$ cat src/rtl/alu_exec_unit_pkg.sv
// Shared ALU function codes and execute-unit FSM encodings.
// Also imported by the ALU control decoder so both sides agree on the codes.
package alu_exec_unit_pkg;

    localparam logic [3:0] ALU_AND = 4'b0000;
    localparam logic [3:0] ALU_OR  = 4'b0001;
    localparam logic [3:0] ALU_ADD = 4'b0010;
    localparam logic [3:0] ALU_SUB = 4'b0110;
    localparam logic [3:0] ALU_SLT = 4'b0111;
    localparam logic [3:0] ALU_MUL = 4'b1000;

    typedef enum logic {
        ST_IDLE     = 1'b0,
        ST_MUL_BUSY = 1'b1
    } state_t;

endpackage

$ cat src/rtl/alu_exec_unit_mul_seq.sv
// alu_mul_seq: iterative shift-add multiplier, one partial product per cycle.
// done pulses on the final step; product is valid only while done is high.
module alu_mul_seq #(
    parameter int WIDTH = 32
) (
    input  logic             clk,
    input  logic             rst_n,
    input  logic             start,
    input  logic [WIDTH-1:0] a,
    input  logic [WIDTH-1:0] b,
    output logic             done,
    output logic [WIDTH-1:0] product
);

    localparam int CNT_W = $clog2(WIDTH);

    logic [WIDTH-1:0] mcand_reg;
    logic [WIDTH-1:0] mplr_reg;
    logic [WIDTH-1:0] acc_reg;
    logic [CNT_W-1:0] cnt_reg;
    logic             busy_reg;
    logic [WIDTH-1:0] acc_next;

    assign acc_next = acc_reg + (mplr_reg[0] ? mcand_reg : '0);
    assign done     = busy_reg && (cnt_reg == '0);
    assign product  = acc_next;

    always_ff @(posedge clk) begin
        if (!rst_n) begin
            mcand_reg <= '0;
            mplr_reg  <= '0;
            acc_reg   <= '0;
            cnt_reg   <= '0;
            busy_reg  <= 1'b0;
        end else if (start) begin
            mcand_reg <= a;
            mplr_reg  <= b;
            acc_reg   <= '0;
            cnt_reg   <= CNT_W'(WIDTH - 1);
            busy_reg  <= 1'b1;
        end else if (busy_reg) begin
            acc_reg   <= acc_next;
            mcand_reg <= mcand_reg << 1;
            mplr_reg  <= mplr_reg >> 1;
            cnt_reg   <= cnt_reg - 1'b1;
            if (cnt_reg == '0) begin
                busy_reg <= 1'b0;
            end
        end
    end

endmodule

$ cat src/rtl/alu_exec_unit.sv
// Handshaked integer execute unit: single-cycle add/sub/and/or/slt, iterative mul.
// Optional macro ALU_OVF_EN adds a registered signed-overflow output for add/sub.
module alu_exec_unit
    import alu_exec_unit_pkg::*;
#(
    parameter int WIDTH = 32
) (
    input  logic             clk,
    input  logic             rst_n,
    input  logic             in_valid,
    output logic             in_ready,
    input  logic [3:0]       alufunction,
    input  logic [WIDTH-1:0] a,
    input  logic [WIDTH-1:0] b,
    output logic             out_valid,
    input  logic             out_ready,
    output logic [WIDTH-1:0] result,
    output logic             zero
`ifdef ALU_OVF_EN
    ,
    output logic             overflow
`endif
);

    state_t           state_reg, state_next;
    logic             out_valid_reg, out_valid_next;
    logic [WIDTH-1:0] result_reg, result_next;
    logic             zero_reg, zero_next;

    logic [WIDTH-1:0] sum, diff, alu_res, mul_product;
    logic             sub_ovf, accept, is_mul, mul_start, mul_done;

    assign sum  = a + b;
    assign diff = a - b;
    assign sub_ovf = (a[WIDTH-1] != b[WIDTH-1]) && (diff[WIDTH-1] != a[WIDTH-1]);

    always_comb begin
        alu_res = '0;
        case (alufunction)
            ALU_ADD: alu_res = sum;
            ALU_SUB: alu_res = diff;
            ALU_AND: alu_res = a & b;
            ALU_OR:  alu_res = a | b;
            ALU_SLT: alu_res = {{(WIDTH-1){1'b0}}, diff[WIDTH-1] ^ sub_ovf};
            default: alu_res = '0;
        endcase
    end

    // A held, undrained result blocks every new op, including MUL starts.
    assign in_ready  = (state_reg == ST_IDLE) && (!out_valid_reg || out_ready);
    assign accept    = in_valid && in_ready;
    assign is_mul    = (alufunction == ALU_MUL);
    assign mul_start = accept && is_mul;

    alu_mul_seq #(.WIDTH(WIDTH)) u_mul (
        .clk     (clk),
        .rst_n   (rst_n),
        .start   (mul_start),
        .a       (a),
        .b       (b),
        .done    (mul_done),
        .product (mul_product)
    );

    always_comb begin
        state_next = state_reg;
        case (state_reg)
            ST_IDLE:     if (mul_start) state_next = ST_MUL_BUSY;
            ST_MUL_BUSY: if (mul_done)  state_next = ST_IDLE;
            default:     state_next = ST_IDLE;
        endcase
    end

    always_comb begin
        out_valid_next = out_valid_reg && !out_ready;
        result_next    = result_reg;
        zero_next      = zero_reg;
        if (accept && !is_mul) begin
            out_valid_next = 1'b1;
            result_next    = alu_res;
            zero_next      = (alu_res == '0);
        end else if (mul_done) begin
            out_valid_next = 1'b1;
            result_next    = mul_product;
            zero_next      = (mul_product == '0);
        end
    end

    always_ff @(posedge clk) begin
        if (!rst_n) begin
            state_reg     <= ST_IDLE;
            out_valid_reg <= 1'b0;
            result_reg    <= '0;
            zero_reg      <= 1'b0;
        end else begin
            state_reg     <= state_next;
            out_valid_reg <= out_valid_next;
            result_reg    <= result_next;
            zero_reg      <= zero_next;
        end
    end

    assign out_valid = out_valid_reg;
    assign result    = result_reg;
    assign zero      = zero_reg;

`ifdef ALU_OVF_EN
    logic add_ovf, ovf_sel, overflow_reg;

    assign add_ovf = (a[WIDTH-1] == b[WIDTH-1]) && (sum[WIDTH-1] != a[WIDTH-1]);
    assign ovf_sel = (alufunction == ALU_ADD) ? add_ovf :
                     (alufunction == ALU_SUB) ? sub_ovf : 1'b0;

    always_ff @(posedge clk) begin
        if (!rst_n) begin
            overflow_reg <= 1'b0;
        end else if (accept && !is_mul) begin
            overflow_reg <= ovf_sel;
        end else if (mul_done) begin
            overflow_reg <= 1'b0;
        end
    end

    assign overflow = overflow_reg;
`endif

endmodule

$ cat config.mk
export PLATFORM = sky130hd
export DESIGN_NAME = alu_exec_unit
export DESIGN_NICKNAME = d
export VERILOG_FILES = /design/src/rtl/alu_exec_unit_pkg.sv /design/src/rtl/alu_exec_unit_mul_seq.sv /design/src/rtl/alu_exec_unit.sv
export SDC_FILE = /design/constraint.sdc
export NUM_CORES = 1
export LEC_CHECK = 0
export CORE_MARGIN = 1
export CORE_UTILIZATION = 40
export CTS_CLUSTER_DIAMETER = 60
export DETAILED_ROUTE_END_ITERATION = 6
export PLACE_DENSITY_LB_ADDON = 0.05
export SLEW_MARGIN = 30
export SYNTH_ARGS = -nofsm -noshare
export SYNTH_HDL_FRONTEND = slang
export SYNTH_SLANG_ARGS = --single-unit
$ cat constraint.sdc
create_clock -name clk -period 4.7 [get_ports clk]
set_clock_uncertainty 0.15 [all_clocks]
set_input_delay 0.705 -clock clk [delete_from_list [all_inputs] [get_ports clk]]
set_output_delay 0.705 -clock clk [all_outputs]
set_load 0.005 [all_outputs]
Word level (Yosys, flattened, before mapping)
Index checks and enable logic that the tools add are counted.
{"block": "word_totals", "register_bits": 137, "output_inout_bits": 35, "elab_cells": 63}
{"block": "classes", "bitwise_logic": 5, "muxes": 20, "eq_ne": 7, "n_addsub": 4, "reduce_logical": 18}
{"cell": "32-bit two-way mux", "n": 7}
{"cell": "32-bit one-hot mux with 5 select lines", "n": 1}
{"cell": "32-bit adder", "n": 2}
{"cell": "32-bit logical NOT", "n": 2}
{"cell": "32-bit AND", "n": 1}
{"cell": "32-bit bitwise OR", "n": 1}
{"cell": "32-bit subtractor", "n": 1}
{"cell": "5-bit two-way mux", "n": 2}
{"cell": "1-bit two-way mux", "n": 9}
{"cell": "4-bit by 3-bit equality test with 1-bit output, second input constant", "n": 2}
{"cell": "1-bit logical AND", "n": 7}
{"cell": "5-bit logical NOT", "n": 1}
{"cell": "5-bit by 1-bit subtractor with 5-bit output, second input constant", "n": 1}
{"cell": "4-bit by 1-bit equality test with 1-bit output, second input constant", "n": 1}
{"cell": "4-bit by 2-bit equality test with 1-bit output, second input constant", "n": 1}
{"cell": "4-bit equality test, second input constant", "n": 1}
{"cell": "4-bit logical NOT", "n": 1}
{"cell": "2-bit nonzero test", "n": 2}
{"cell": "1-bit logical NOT", "n": 3}
{"cell": "1-bit != test", "n": 2}
{"cell": "1-bit NOT", "n": 2}
{"cell": "1-bit one-hot mux with 2 select lines", "n": 1}
{"cell": "2-bit OR reduction", "n": 1}
{"cell": "1-bit logical OR", "n": 1}
{"cell": "1-bit bitwise XOR", "n": 1}

Logic depth before layout (Yosys ltp)
{"block": "logic_depth", "ltp_word": 7, "depth_mapped": 26}

By module
Synthesis repeated with hierarchy kept, for this count alone.
{"block": "unflattened", "cells_unflattened": 1725, "hier_area_um2": 13260.2}
{"module": "alu_exec_unit", "seq_area_each_um2": 700.7, "cells_each": 962, "instances": 1, "area_per_inst_um2": 6891.6}
{"module": "alu_mul_seq", "seq_area_each_um2": 2042.0, "cells_each": 763, "instances": 1, "area_per_inst_um2": 6368.6}

Worst setup path after synthesis
No wires, ideal clock.
{"block": "synth_path", "kind": "input to register", "start": "input a[4]", "end": "register zero_reg (netlist: zero)", "cell_stages": 25, "required_ps": 4492, "slack_ps": -328, "path_buffers": 1, "arrival_time_ps": 4821, "cell_sequence": "inv_1 > ha_1 > clkbuf_1 > or4_1 > a211oi_1 > o21ai_0 > nand3_1 > a311oi_1 > nor3b_1 > nor2_1 > nor2_1 > nor2_1 > fa_1 > nand3_1 > a21oi_1 > a21oi_1 > o21ai_0 > nor4_1 > nand4_1 > nor4_1 > nand3_1 > nor4_1 > nand4b_1 > nor4_1 > a211o_1"}
{"block": "synth_via", "elab_chain_cells": 7}
{"element": "from (decl)", "line_no": "alu_exec_unit.sv:13", "source": "input logic [WIDTH-1:0] a,"}
{"element": "32-bit subtractor", "line_no": "alu_exec_unit.sv:34", "source": "assign diff = a - b;"}
{"element": "1-bit != test", "line_no": "alu_exec_unit.sv:35", "source": "assign sub_ovf = (a[WIDTH-1] != b[WIDTH-1]) && (diff[WIDTH-1] != a[WIDTH-1]);"}
{"element": "1-bit logical AND", "line_no": "alu_exec_unit.sv:35"}
{"element": "1-bit bitwise XOR", "line_no": "alu_exec_unit.sv:44", "source": "ALU_SLT: alu_res = {{(WIDTH-1){1'b0}}, diff[WIDTH-1] ^ sub_ovf};"}
{"element": "32-bit one-hot mux with 5 select lines *", "line_no": "alu_exec_unit.sv:39", "source": "case (alufunction)"}
{"element": "32-bit logical NOT *", "line_no": "alu_exec_unit.sv:81", "source": "zero_next = (alu_res == '0);"}
{"element": "1-bit two-way mux *", "line_no": "alu_exec_unit.sv:78", "source": "if (accept && !is_mul) begin"}
{"element": "to (signal assigned)", "line_no": "alu_exec_unit.sv:99", "source": "zero_reg <= zero_next;"}
{"element": "to (decl)", "line_no": "alu_exec_unit.sv:28", "source": "logic zero_reg, zero_next;"}
Mark *: on every way between the ends. The rest lies on a longest branch, timed or not.
A chain may end at the register's enable or synchronous reset.

Worst setup path after layout
{"block": "layout_path", "start": "input a[1]", "end": "register zero_reg (netlist: zero)"}
Same word-level chain as after synthesis.

==> impl_metrics.xml <==
<?xml version="1.0" encoding="UTF-8"?>
<metrics>
  <group name="place">
    <metric name="routability_congestion_estimate_from_global_placement" unit="">0.914</metric>
    <metric name="hpwl" unit="mm">36.5</metric>
    <metric name="placement.io_buffers" unit="">106</metric>
  </group>
  <group name="yosys">
    <metric name="synthDistinctLibCells" unit="">94</metric>
    <metric name="async_sr_flop_fraction" unit="%">0</metric>
    <metric name="synth_top_flop_cell" unit="">dfxtp_1</metric>
    <metric name="mappedNetlistArea" unit="mm²">0.0126</metric>
    <metric name="synth_edf_count" unit="">0</metric>
    <metric name="mapped_cells" unit="">1660</metric>
    <metric name="ys_ff_latch" unit="">137</metric>
    <metric name="syn_avg_cell_area" unit="µm²">7.60</metric>
    <metric name="synthesis.yosys.warnings" unit="">0</metric>
    <metric name="syn_nets" unit="">1875</metric>
    <metric name="synth-seq-area-share" unit="%">21.7</metric>
  </group>
  <group name="routing">
    <metric name="drc" unit="">4</metric>
    <metric name="detail-route-antenna-nets" unit="">0</metric>
    <metric name="dr.first_iter.drc_count" unit="">1076</metric>
    <metric name="num_vias" unit="">13200</metric>
    <metric name="wl_cell" unit="µm">20.1</metric>
    <metric name="via_per_inst" unit="">5.63</metric>
    <metric name="first_pass_iters" unit="">7</metric>
    <metric name="drt-total-wl" unit="mm">47.2</metric>
  </group>
  <group name="finish">
    <metric name="final_nets" unit="">2157</metric>
    <metric name="drive_above_1_share" unit="%">23.4</metric>
    <metric name="layout.core_utilization" unit="%">55.0</metric>
    <metric name="area_growth_syn_to_layout" unit="%">34.5</metric>
    <metric name="antenna_diode_count" unit="">0</metric>
  </group>
  <group name="timing">
    <metric name="max_slew.worst_pin.slew" unit="ps">854</metric>
    <metric name="final_max_slew_viol_count" unit="">0</metric>
    <metric name="hold_viol" unit="">0</metric>
    <metric name="relative_max_transition_margin" unit="%">42.5</metric>
    <metric name="setup_viol" unit="">0</metric>
    <metric name="timing.final.crit_period" unit="ps">4690</metric>
    <metric name="post-route-period-util" unit="%">99.8</metric>
    <metric name="setup_repair_after_global_routing_missed_its_margin" unit="">yes</metric>
    <metric name="max_clock_freq" unit="GHz">0.213</metric>
    <metric name="tns" unit="ps">0</metric>
  </group>
  <group name="clock_tree">
    <metric name="root_buffer_selected_by_cts" unit="">clkbuf_16</metric>
    <metric name="cts_htree_levels" unit="">4</metric>
    <metric name="cts.path.max_buffers" unit="">2</metric>
    <metric name="worst_setup_hold_path_clk_slew" unit="ps">60</metric>
    <metric name="clock_latency_reported_for_the_late_side_of_the_worst_skew_pair" unit="ps">450</metric>
    <metric name="tritoncts" unit="">done</metric>
    <metric name="cts_hold_buf" unit="">0</metric>
    <metric name="cts_buffers" unit="">17</metric>
    <metric name="tritoncts_num_sinks" unit="">137</metric>
  </group>
  <group name="critical_path">
    <metric name="critical_path_arrival" unit="ps">4930</metric>
    <metric name="endpoint_kind" unit="">register</metric>
    <metric name="worst-endpoint-required" unit="ps">4940</metric>
    <metric name="reg2reg_setup_slack" unit="ps">80</metric>
    <metric name="worstReg2RegStart" unit="">u_mul.mplr_reg[0]$_SDFFE_PN0P_</metric>
    <metric name="critical_path.startpoint_type" unit="">input pin</metric>
    <metric name="rr_worst_depth" unit="">17</metric>
    <metric name="worst_path_maximum_fanout" unit="">3</metric>
    <metric name="critPathMaxStageDelay" unit="ps">460</metric>
    <metric name="worst_path_max_delay_cell" unit="">or4_4</metric>
    <metric name="rr_endpoint" unit="">zero$_SDFFE_PN0P_</metric>
    <metric name="timing.setup.critical_path_class" unit="">in -&gt; reg</metric>
  </group>
  <group name="floorplan">
    <metric name="initial_util" unit="%">40.9</metric>
    <metric name="row_count" unit="">64</metric>
    <metric name="die_h" unit="µm">180</metric>
    <metric name="die_w" unit="µm">180</metric>
    <metric name="placeable_area" unit="mm²">0.0308</metric>
    <metric name="i_o_pins" unit="">107</metric>
    <metric name="die_area" unit="mm²">0.0323</metric>
  </group>
  <group name="grt">
    <metric name="global_route.usage.total" unit="%">29.2</metric>
    <metric name="grt_start_max_net_pins" unit="">59</metric>
    <metric name="grt_antenna_before_repair" unit="">1</metric>
    <metric name="via_count_of_the_first_global_routing_pass" unit="">13000</metric>
    <metric name="grt_first_pass_wirelength" unit="mm">73.5</metric>
    <metric name="residual_overflow_from_global_routing" unit="">0</metric>
  </group>
  <group name="min_path">
    <metric name="hold_path_startpoint" unit="">result[19]$_SDFFE_PN0P_</metric>
    <metric name="hp-class" unit="">reg -&gt; reg</metric>
    <metric name="worstHoldEndpoint" unit="">result[19]$_SDFFE_PN0P_</metric>
    <metric name="holdPathStages" unit="">2</metric>
  </group>
  <group name="power">
    <metric name="p_leak" unit="nW">7.25</metric>
    <metric name="power_density" unit="mW/mm²">226</metric>
    <metric name="worst_supply_voltage_drop_on_vdd" unit="V">0.000287</metric>
  </group>
  <group name="outcome">
    <metric name="outcome" unit="">finished with violations</metric>
    <metric name="violations" unit="">design-rule violations</metric>
  </group>
  <group name="run">
    <metric name="cap_violations" unit="">0</metric>
  </group>
</metrics>
[critical path: cells and delay by family]
kind            cells  cell delay, ps
buf+inv             2             150
fa+ha+maj           2             530
simple gates       14            2370
compound gates      8            1160
[area by class of cell]
cell class	instances	area [µm²]
clock inverters	13	140
well taps	396	495
multi-input cells	1308	9600
fillers	3009	13900
inverters	103	393
repair buffers	375	3140
clock buffers	19	453
flip-flops and latches	137	2750
[routing by layer]
layer | vias up | share of wire (%) | GRT usage [%]
li1 | 6510 | - | -
met1 | 6263 | 49 | 41.2
met2 | 405 | 44 | 46.3
met3 | 59 | 5.0 | 4.05
met4 | 0 | 1.9 | 8.03
met5 | - | 0 | 0
[worst max-delay path by stage]
stage,to,cells after the start,start
CTS,zero$_SDFFE_PN0P_,26,a[1]
floorplan,zero$_SDFFE_PN0P_,25,b[1]
global placement,zero$_SDFFE_PN0P_,26,b[1]
global route,zero$_SDFFE_PN0P_,26,a[1]
detailed placement,zero$_SDFFE_PN0P_,26,b[1]
finish,zero$_SDFFE_PN0P_,26,a[1]
[kinds of logic after synthesis]
group / after synthesis / share of synthesized area (%)
fa+ha+maj: 143 / 14.4
flops: 137 / 21.7
buf+inv: 215 / 6.70
xor+xnor: 58 / 4.03
compound gates: 483 / 25.7
simple gates: 530 / 19.9
mux: 94 / 7.48
[cells in the mapped netlist, types with 15 or more instances]
cell      instances  share of area [%]
a211oi_1         97                5.8
a21o_1           23                1.4
a21oi_1         123                4.9
a311oi_1         16                1.1
a31oi_1          20               0.99
and2_1           36                1.8
clkbuf_1         97                2.9
dfxtp_1         137                 22
ha_1            139                 14
inv_1           101                3.0
mux2i_1          92                7.3
nand2_1         136                4.0
nand2b_1         15               0.74
nand3_1          26                1.0
nor2_1          203                6.0
nor2b_1          15               0.74
nor3_1           26                1.0
o21ai_0          63                2.5
xnor2_1          36                2.5
xor2_1           22                1.5
[timing repair]
action                                  4_1_cts  5_1_grt
buffers inserted                             13        7
gates resized for setup                     151       64
endpoints found under the setup margin        1        2
pin swaps                                    40       32
gates cloned                                  0        0
[layout by cell type (no fill, tap or decap), types with 15 or more instances in the layout]
master / instances
a211oi_1: 96
a21o_1: 23
a21oi_1: 120
a31oi_1: 20
and2_1: 36
buf_4: 255
clkbuf_16: 17
clkdlybuf4s50_1: 53
dfxtp_1: 136
dlygate4sd2_1: 21
dlymetal6s2s_1: 20
ha_1: 110
ha_4: 25
inv_1: 58
inv_2: 41
mux2i_1: 92
nand2_1: 135
nand2b_1: 15
nand3_1: 23
nor2_1: 197
nor3_1: 23
o21ai_0: 58
xnor2_1: 36
xor2_1: 22
[report_power, final]
group | internal (mW) | switching [mW] | leakage [nW] | total [mW]
clock network | 0.814 | 0.605 | 0.294 | 1.42
registers | 1.20 | 0.0282 | 1.11 | 1.23
logic | 0.556 | 0.636 | 5.85 | 1.19
[stage by stage]
stage	setup slack (ps)	hold slack (ps)	cell area (µm²)	instances	total power, mW
5_1_grt	-316	348	17000	2351	4.02
3_3_place_gp	-1200	315	15700	2299	2.34
6_report	7.80	322	17000	2351	3.84
3_5_place_dp	-1400	317	15700	2299	2.34
4_1_cts	-183	327	16800	2344	3.83
2_1_floorplan	-91.7	310	12700	1660	1.80
Power figures use the tool's default switching activity.
